File: src/rtl/paint_pkg.sv
// Shared colour codes, canvas default and FSM state encoding for the brush stamper.
// The CLEAR state is only part of the encoding when BRUSH_CLEAR_EN is defined.
package paint_pkg;

    localparam int DEF_CANVAS_DIM = 128;

    typedef logic [2:0] color_t;

    localparam color_t ERASE  = 3'd0;
    localparam color_t RED    = 3'd1;
    localparam color_t GREEN  = 3'd2;
    localparam color_t BLUE   = 3'd3;
    localparam color_t YELLOW = 3'd4;
    localparam color_t PURPLE = 3'd5;
    localparam color_t WHITE  = 3'd6;

    typedef enum logic [1:0] {
        IDLE  = 2'd0,
        STAMP = 2'd1,
        DONE  = 2'd2
`ifdef BRUSH_CLEAR_EN
        , CLEAR = 2'd3
`endif
    } state_t;

endpackage

File: src/rtl/stamp_clip.sv
// Clips one axis of a brush square [c-r, c+r] to the canvas [0, CANVAS_DIM-1].
// Uses 9-bit signed arithmetic; an overflowing c+r only occurs when the low bound is already off-canvas.
module stamp_clip #(
    parameter int CANVAS_DIM = 128,
    parameter int CW         = 7
) (
    input  logic [7:0]    i_c,
    input  logic [1:0]    i_r,
    output logic [CW-1:0] o_lo,
    output logic [CW-1:0] o_hi,
    output logic          o_empty
);

    localparam logic signed [8:0] MAX_C = 9'(CANVAS_DIM - 1);

    logic signed [8:0] w_c;
    logic signed [8:0] w_r;
    logic signed [8:0] w_lo_raw;
    logic signed [8:0] w_hi_raw;
    logic signed [8:0] w_lo;
    logic signed [8:0] w_hi;
    logic              w_unused_bits;

    assign w_c      = $signed({1'b0, i_c});
    assign w_r      = $signed({7'd0, i_r});
    assign w_lo_raw = w_c - w_r;
    assign w_hi_raw = w_c + w_r;

    // Saturate both bounds onto the canvas and flag an empty span.
    always_comb begin
        w_lo    = (w_lo_raw < 9'sd0) ? 9'sd0 : w_lo_raw;
        w_hi    = (w_hi_raw > MAX_C) ? MAX_C : w_hi_raw;
        o_empty = (w_lo > w_hi);
        o_lo    = w_lo[CW-1:0];
        o_hi    = w_hi[CW-1:0];
    end

    assign w_unused_bits = ^{w_lo[8:CW], w_hi[8:CW]};

endmodule

File: src/rtl/brush_stamper.sv
// Paints a clipped (2r+1)^2 square of one colour, emitting one pixel write per cycle row-major.
// Define BRUSH_CLEAR_EN to add a full-canvas ERASE pass triggered by the clear input.
module brush_stamper
    import paint_pkg::*;
#(
    parameter int CANVAS_DIM = DEF_CANVAS_DIM,
    parameter int MAX_RADIUS = 3
) (
    input  logic                          clk,
    input  logic                          reset,
    input  logic                          req,
    input  logic [7:0]                    cx,
    input  logic [7:0]                    cy,
    input  logic [1:0]                    radius,
    input  logic [2:0]                    color,
    input  logic                          clear,
    output logic                          busy,
    output logic                          done,
    output logic                          we,
    output logic [$clog2(CANVAS_DIM)-1:0] wx,
    output logic [$clog2(CANVAS_DIM)-1:0] wy,
    output logic [2:0]                    wColor
);

    localparam int            CW        = $clog2(CANVAS_DIM);
    localparam logic [1:0]    RAD_MAX   = 2'(MAX_RADIUS);
    localparam logic [CW-1:0] ZERO      = {CW{1'b0}};
    localparam logic [CW-1:0] ONE       = {{(CW-1){1'b0}}, 1'b1};
    localparam logic [CW-1:0] MAX_COORD = CW'(CANVAS_DIM - 1);

    state_t        r_state, w_state_nx;
    logic [CW-1:0] r_lo_x, r_hi_x, r_hi_y;
    logic [CW-1:0] w_lo_x_nx, w_hi_x_nx, w_hi_y_nx;
    logic          r_busy, r_done, r_we;
    logic          w_busy_nx, w_done_nx, w_we_nx;
    logic [CW-1:0] r_wx, r_wy, w_wx_nx, w_wy_nx;
    color_t        r_wcolor, w_wcolor_nx;

    logic [1:0]    w_rad;
    logic [CW-1:0] w_clip_lo_x, w_clip_hi_x, w_clip_lo_y, w_clip_hi_y;
    logic          w_empty_x, w_empty_y;
    logic          w_row_end, w_last;
    logic [CW-1:0] w_adv_wx, w_adv_wy;

    assign w_rad = (radius > RAD_MAX) ? RAD_MAX : radius;

    stamp_clip #(.CANVAS_DIM(CANVAS_DIM), .CW(CW)) u_clip_x (
        .i_c(cx), .i_r(w_rad), .o_lo(w_clip_lo_x), .o_hi(w_clip_hi_x), .o_empty(w_empty_x)
    );

    stamp_clip #(.CANVAS_DIM(CANVAS_DIM), .CW(CW)) u_clip_y (
        .i_c(cy), .i_r(w_rad), .o_lo(w_clip_lo_y), .o_hi(w_clip_hi_y), .o_empty(w_empty_y)
    );

    // Scan position of the pixel following the one currently on the write port.
    assign w_row_end = (r_wx == r_hi_x);
    assign w_last    = w_row_end && (r_wy == r_hi_y);
    assign w_adv_wx  = w_row_end ? r_lo_x : (r_wx + ONE);
    assign w_adv_wy  = w_row_end ? (r_wy + ONE) : r_wy;

`ifndef BRUSH_CLEAR_EN
    logic w_unused_clear;
    assign w_unused_clear = clear;
`endif

    // Next-state and next-output logic; outputs are computed one cycle ahead and registered.
    always_comb begin
        w_state_nx  = r_state;
        w_lo_x_nx   = r_lo_x;
        w_hi_x_nx   = r_hi_x;
        w_hi_y_nx   = r_hi_y;
        w_we_nx     = 1'b0;
        w_done_nx   = 1'b0;
        w_wx_nx     = r_wx;
        w_wy_nx     = r_wy;
        w_wcolor_nx = r_wcolor;
        case (r_state)
            IDLE: begin
`ifdef BRUSH_CLEAR_EN
                if (clear) begin
                    w_state_nx  = CLEAR;
                    w_lo_x_nx   = ZERO;
                    w_hi_x_nx   = MAX_COORD;
                    w_hi_y_nx   = MAX_COORD;
                    w_we_nx     = 1'b1;
                    w_wx_nx     = ZERO;
                    w_wy_nx     = ZERO;
                    w_wcolor_nx = ERASE;
                end else
`endif
                if (req) begin
                    w_lo_x_nx   = w_clip_lo_x;
                    w_hi_x_nx   = w_clip_hi_x;
                    w_hi_y_nx   = w_clip_hi_y;
                    w_wcolor_nx = color;
                    if (w_empty_x || w_empty_y) begin
                        w_state_nx = DONE;
                        w_done_nx  = 1'b1;
                    end else begin
                        w_state_nx = STAMP;
                        w_we_nx    = 1'b1;
                        w_wx_nx    = w_clip_lo_x;
                        w_wy_nx    = w_clip_lo_y;
                    end
                end else begin
                    w_state_nx = IDLE;
                end
            end
            STAMP: begin
                if (w_last) begin
                    w_state_nx = DONE;
                    w_done_nx  = 1'b1;
                end else begin
                    w_we_nx = 1'b1;
                    w_wx_nx = w_adv_wx;
                    w_wy_nx = w_adv_wy;
                end
            end
`ifdef BRUSH_CLEAR_EN
            CLEAR: begin
                if (w_last) begin
                    w_state_nx = DONE;
                    w_done_nx  = 1'b1;
                end else begin
                    w_we_nx = 1'b1;
                    w_wx_nx = w_adv_wx;
                    w_wy_nx = w_adv_wy;
                end
            end
`endif
            DONE: begin
                w_state_nx = IDLE;
            end
            default: begin
                w_state_nx = IDLE;
            end
        endcase
        w_busy_nx = (w_state_nx != IDLE);
    end

    // State, scan bounds and registered outputs.
    always_ff @(posedge clk) begin
        if (reset) begin
            r_state  <= IDLE;
            r_lo_x   <= ZERO;
            r_hi_x   <= ZERO;
            r_hi_y   <= ZERO;
            r_busy   <= 1'b0;
            r_done   <= 1'b0;
            r_we     <= 1'b0;
            r_wx     <= ZERO;
            r_wy     <= ZERO;
            r_wcolor <= ERASE;
        end else begin
            r_state  <= w_state_nx;
            r_lo_x   <= w_lo_x_nx;
            r_hi_x   <= w_hi_x_nx;
            r_hi_y   <= w_hi_y_nx;
            r_busy   <= w_busy_nx;
            r_done   <= w_done_nx;
            r_we     <= w_we_nx;
            r_wx     <= w_wx_nx;
            r_wy     <= w_wy_nx;
            r_wcolor <= w_wcolor_nx;
        end
    end

    assign busy   = r_busy;
    assign done   = r_done;
    assign we     = r_we;
    assign wx     = r_wx;
    assign wy     = r_wy;
    assign wColor = r_wcolor;

endmodule

File: config.mk
export PLATFORM = sky130hd
export DESIGN_NAME = brush_stamper
export DESIGN_NICKNAME = d
export VERILOG_FILES = /design/src/rtl/paint_pkg.sv /design/src/rtl/stamp_clip.sv /design/src/rtl/brush_stamper.sv
export SDC_FILE = /design/constraint.sdc
export NUM_CORES = 1
export LEC_CHECK = 0
export CAP_MARGIN = 20
export CORE_ASPECT_RATIO = 0.7
export CORE_MARGIN = 5
export CORE_UTILIZATION = 38
export CTS_BUF_LIST = sky130_fd_sc_hd__clkbuf_16
export CTS_CLUSTER_SIZE = 25
export DETAILED_ROUTE_END_ITERATION = 7
export DONT_BUFFER_PORTS = 1
export SETUP_SLACK_MARGIN = 0.02
export SLEW_MARGIN = 20
export SYNTH_ARGS = -nofsm -noshare
export SYNTH_HDL_FRONTEND = slang
export SYNTH_SLANG_ARGS = --single-unit
File: constraint.sdc
create_clock -name clk -period 12.15 [get_ports clk]
set_clock_uncertainty 0.15 [all_clocks]
set_input_delay 3.645 -clock clk [delete_from_list [all_inputs] [get_ports clk]]
set_output_delay 3.645 -clock clk [all_outputs]
set_load 0.005 [all_outputs]
==> metrics <==
final-stage net count 471; Min Clock Period, post-route 8.05 ns; Yosys warnings 0; startpoint-to-endpoint class of the critical path in2reg; commonest non-fill, non-tap cells in the layout nor2_1 (62), dfxtp_1 (43), nand2_1 (37); origin of the critical flop-to-flop path r_state[1]; cell types occupying the most area after synthesis dfxtp_1 (26%), ha_1 (9.7%), nor2_1 (6.9%); sequential area share after synthesis 25.6%; power after layout 416 uW; critical path arrival 8.08 ns; power share of the sequential group 41.8%; number of enable-type register cells in the synthesized netlist 0; Area growth syn-to-layout 5.54%; DP Area 3410 um2; number of detailed-routing iterations run before antenna repair 4; synthesized netlist cell count 432; post-synthesis register bit count 43; clock tree from TritonCTS done; clock-pin slew on the worst setup and hold paths 0.06 ns; aggregate global-route resource usage 16.2%; post-route cell area 3550 um2; VDD IR max 0.0000681 V; maximum number of buffers from clock root to sink 2; Post-Syn Area 3360 um2; Final Hold Violating Endpoints 0; dpl cells 529; HPWL after detailed placement 6320 um; floorplan die width 122 um; part of the power in combinational logic 27.7%; cell internal pwr 279 uW; status complete, no violations; insertion delay to the later sink of the worst-skew pair 0.29 ns; number of setup buffers added after CTS 0; cell type with the largest total area after synthesis dfxtp_1; Root Buffer clkbuf_16; drt via density 5.56; worst hold start r_lo_x[3]; y dimension of the die 88.7 um; antenna diode count 0; async set-reset flop share out of synthesis 0%; power density normalized to cell area 117 nW/um2; launching instance or port of the critical path radius[1]; sort of element at the start of the critical path input pin; hold bufs inserted after CTS 0; vias in the first global route 2,854; starting density of the core 39.4%; core region area 8550 um2; row cnt 28; fraction of final layout cells sized beyond drive strength 1 4.32%; H-Tree Depth 2; wirelength, routed 8370 um; Switching Power 137 uW; TNS Setup 0 ns; commonest register cell after synthesis dfxtp_1; detailed-route via count 2,984; cts bufs inserted 5; global-route wire length before repair 14,000 um; maximum net fanout on the critical path 25; non-filler cells, final 537; global placement routability congestion 0.842; grt total ovfl 0; Avg Inst Size Synth 7.79 um2; number of max-cap violations 0; area of the die 10,900 um2; setup-violating endpoint count in the final report 0; total of cells resized after clock tree synthesis 0; area share of the largest cell type after synthesis 25.6%; largest net degree at the start of global routing 43; pre-CTS setup slack 3.82 ns; type of the most critical hold path reg2reg; Max-Slew Margin vs Limit 36.3%; number of fill cells in the layout 928; Hold Worst Slack 0.302 ns; share of the core filled with cells in the final layout 41.5%; Starting DRT DRC Count 198; count of nets left with antenna violations after detail routing 0; count of port buffers added during placement 0; endpoint kind of the worst setup timing path flip-flop; Worst Setup Slack, final 4.10 ns; Top-Level Pins 45; RSZ-0062 raised after global routing no; net switching fraction of the power 32.9%; final cycle utilization of the critical path 66.3%; clock sink total 43; share of power burned in the clock network 30.5%; maximum clock frequency 124 MHz; static leakage 1.41 nW; data required time at the worst endpoint 12.18 ns; routed length per placed instance 15.6 um; max-slew violations 0; count of unique library cells instantiated by Yosys 59; most common cell after layout, fill and taps aside nor2_1; number of nets produced by synthesis 487; actual slew at the worst max-slew pin 0.954 ns; DRC violations left 0; initial antenna violation count 0
logic make-up after synthesis:
family	Yosys count	synth area share [%]
compound gates	100	20.1
xor+xnor	34	8.85
fa+ha+maj	30	12.0
buf+inv	38	4.87
flops	43	25.6
mux	10	3.01
simple gates	177	25.5
synthesized netlist by cell type (all sizes together), types with 9 or more instances:
library cell	count
a21oi	32
a211oi	20
clkbuf	18
dfxtp	43
inv	13
ha	26
nand3	15
nor2	62
o21ai	16
xnor2	16
nor3	15
nand2	37
nor2b	9
mux2i	9
xor2	18
power groups by stage:
| stage | Combinational [mW] | Clock [mW] | Sequential, mW |
|---|---|---|---|
| after CTS | 0.116 | 0.131 | 0.174 |
| after global placement | 0.113 | 0 | 0.176 |
| after detailed placement | 0.115 | 0 | 0.177 |
| after floorplan | 0.100 | 0 | 0.170 |
| after global routing | 0.131 | 0.139 | 0.177 |
| final | 0.115 | 0.127 | 0.174 |
critical path, stage by stage:
cell	delay, ns
inv_1	0.18
ha_1	0.29
inv_1	0.07
a21o_1	0.17
xor2_1	0.16
a22oi_1	0.09
or4b_2	0.66
o311ai_0	0.14
ha_1	0.38
nor3_1	0.32
ha_1	0.30
nand3_1	0.11
nor2_1	0.04
and3_1	0.17
o311a_2	0.38
a31oi_4	0.62
nor2_1	0.11
o221a_1	0.24
layout make-up:
type / count / area [um2] / share of cell area [%]
Inverter: 13 / 48.8 / 1.37
Timing Repair Buffer: 2 / 15.0 / 0.423
Sequential cell: 43 / 861 / 24.2
Tap cell: 120 / 150 / 4.23
Multi-Input combinational cell: 351 / 2340 / 65.9
Clock inverter: 3 / 11.3 / 0.317
Clock buffer: 5 / 125 / 3.52
registers in the layout, summed over array words and instances, names as in the netlist:
register,cells
r_hi_x,7
r_hi_y,7
r_lo_x,7
wx,7
wy,7
wColor,3
r_state,2
busy,1
done,1
we,1
routing by layer:
layer	vias up	wire length (um)	global-route usage (%)
met5	-	0	0
met4	0	72	3.15
met3	9	578	4.73
met2	63	3540	25.0
met1	1407	4170	22.7
li1	1505	-	-
final timing paths:
path	end	slack (ns)	cells after the start
setup / recovery	wy[1]	4.10	18
hold / removal	r_lo_x[3]	0.30	2
setup reg to reg	wy[1]	9.40	5
hold reg to reg	r_lo_x[3]	0.30	2
Note: power is estimated with default switching activity, not from simulation.
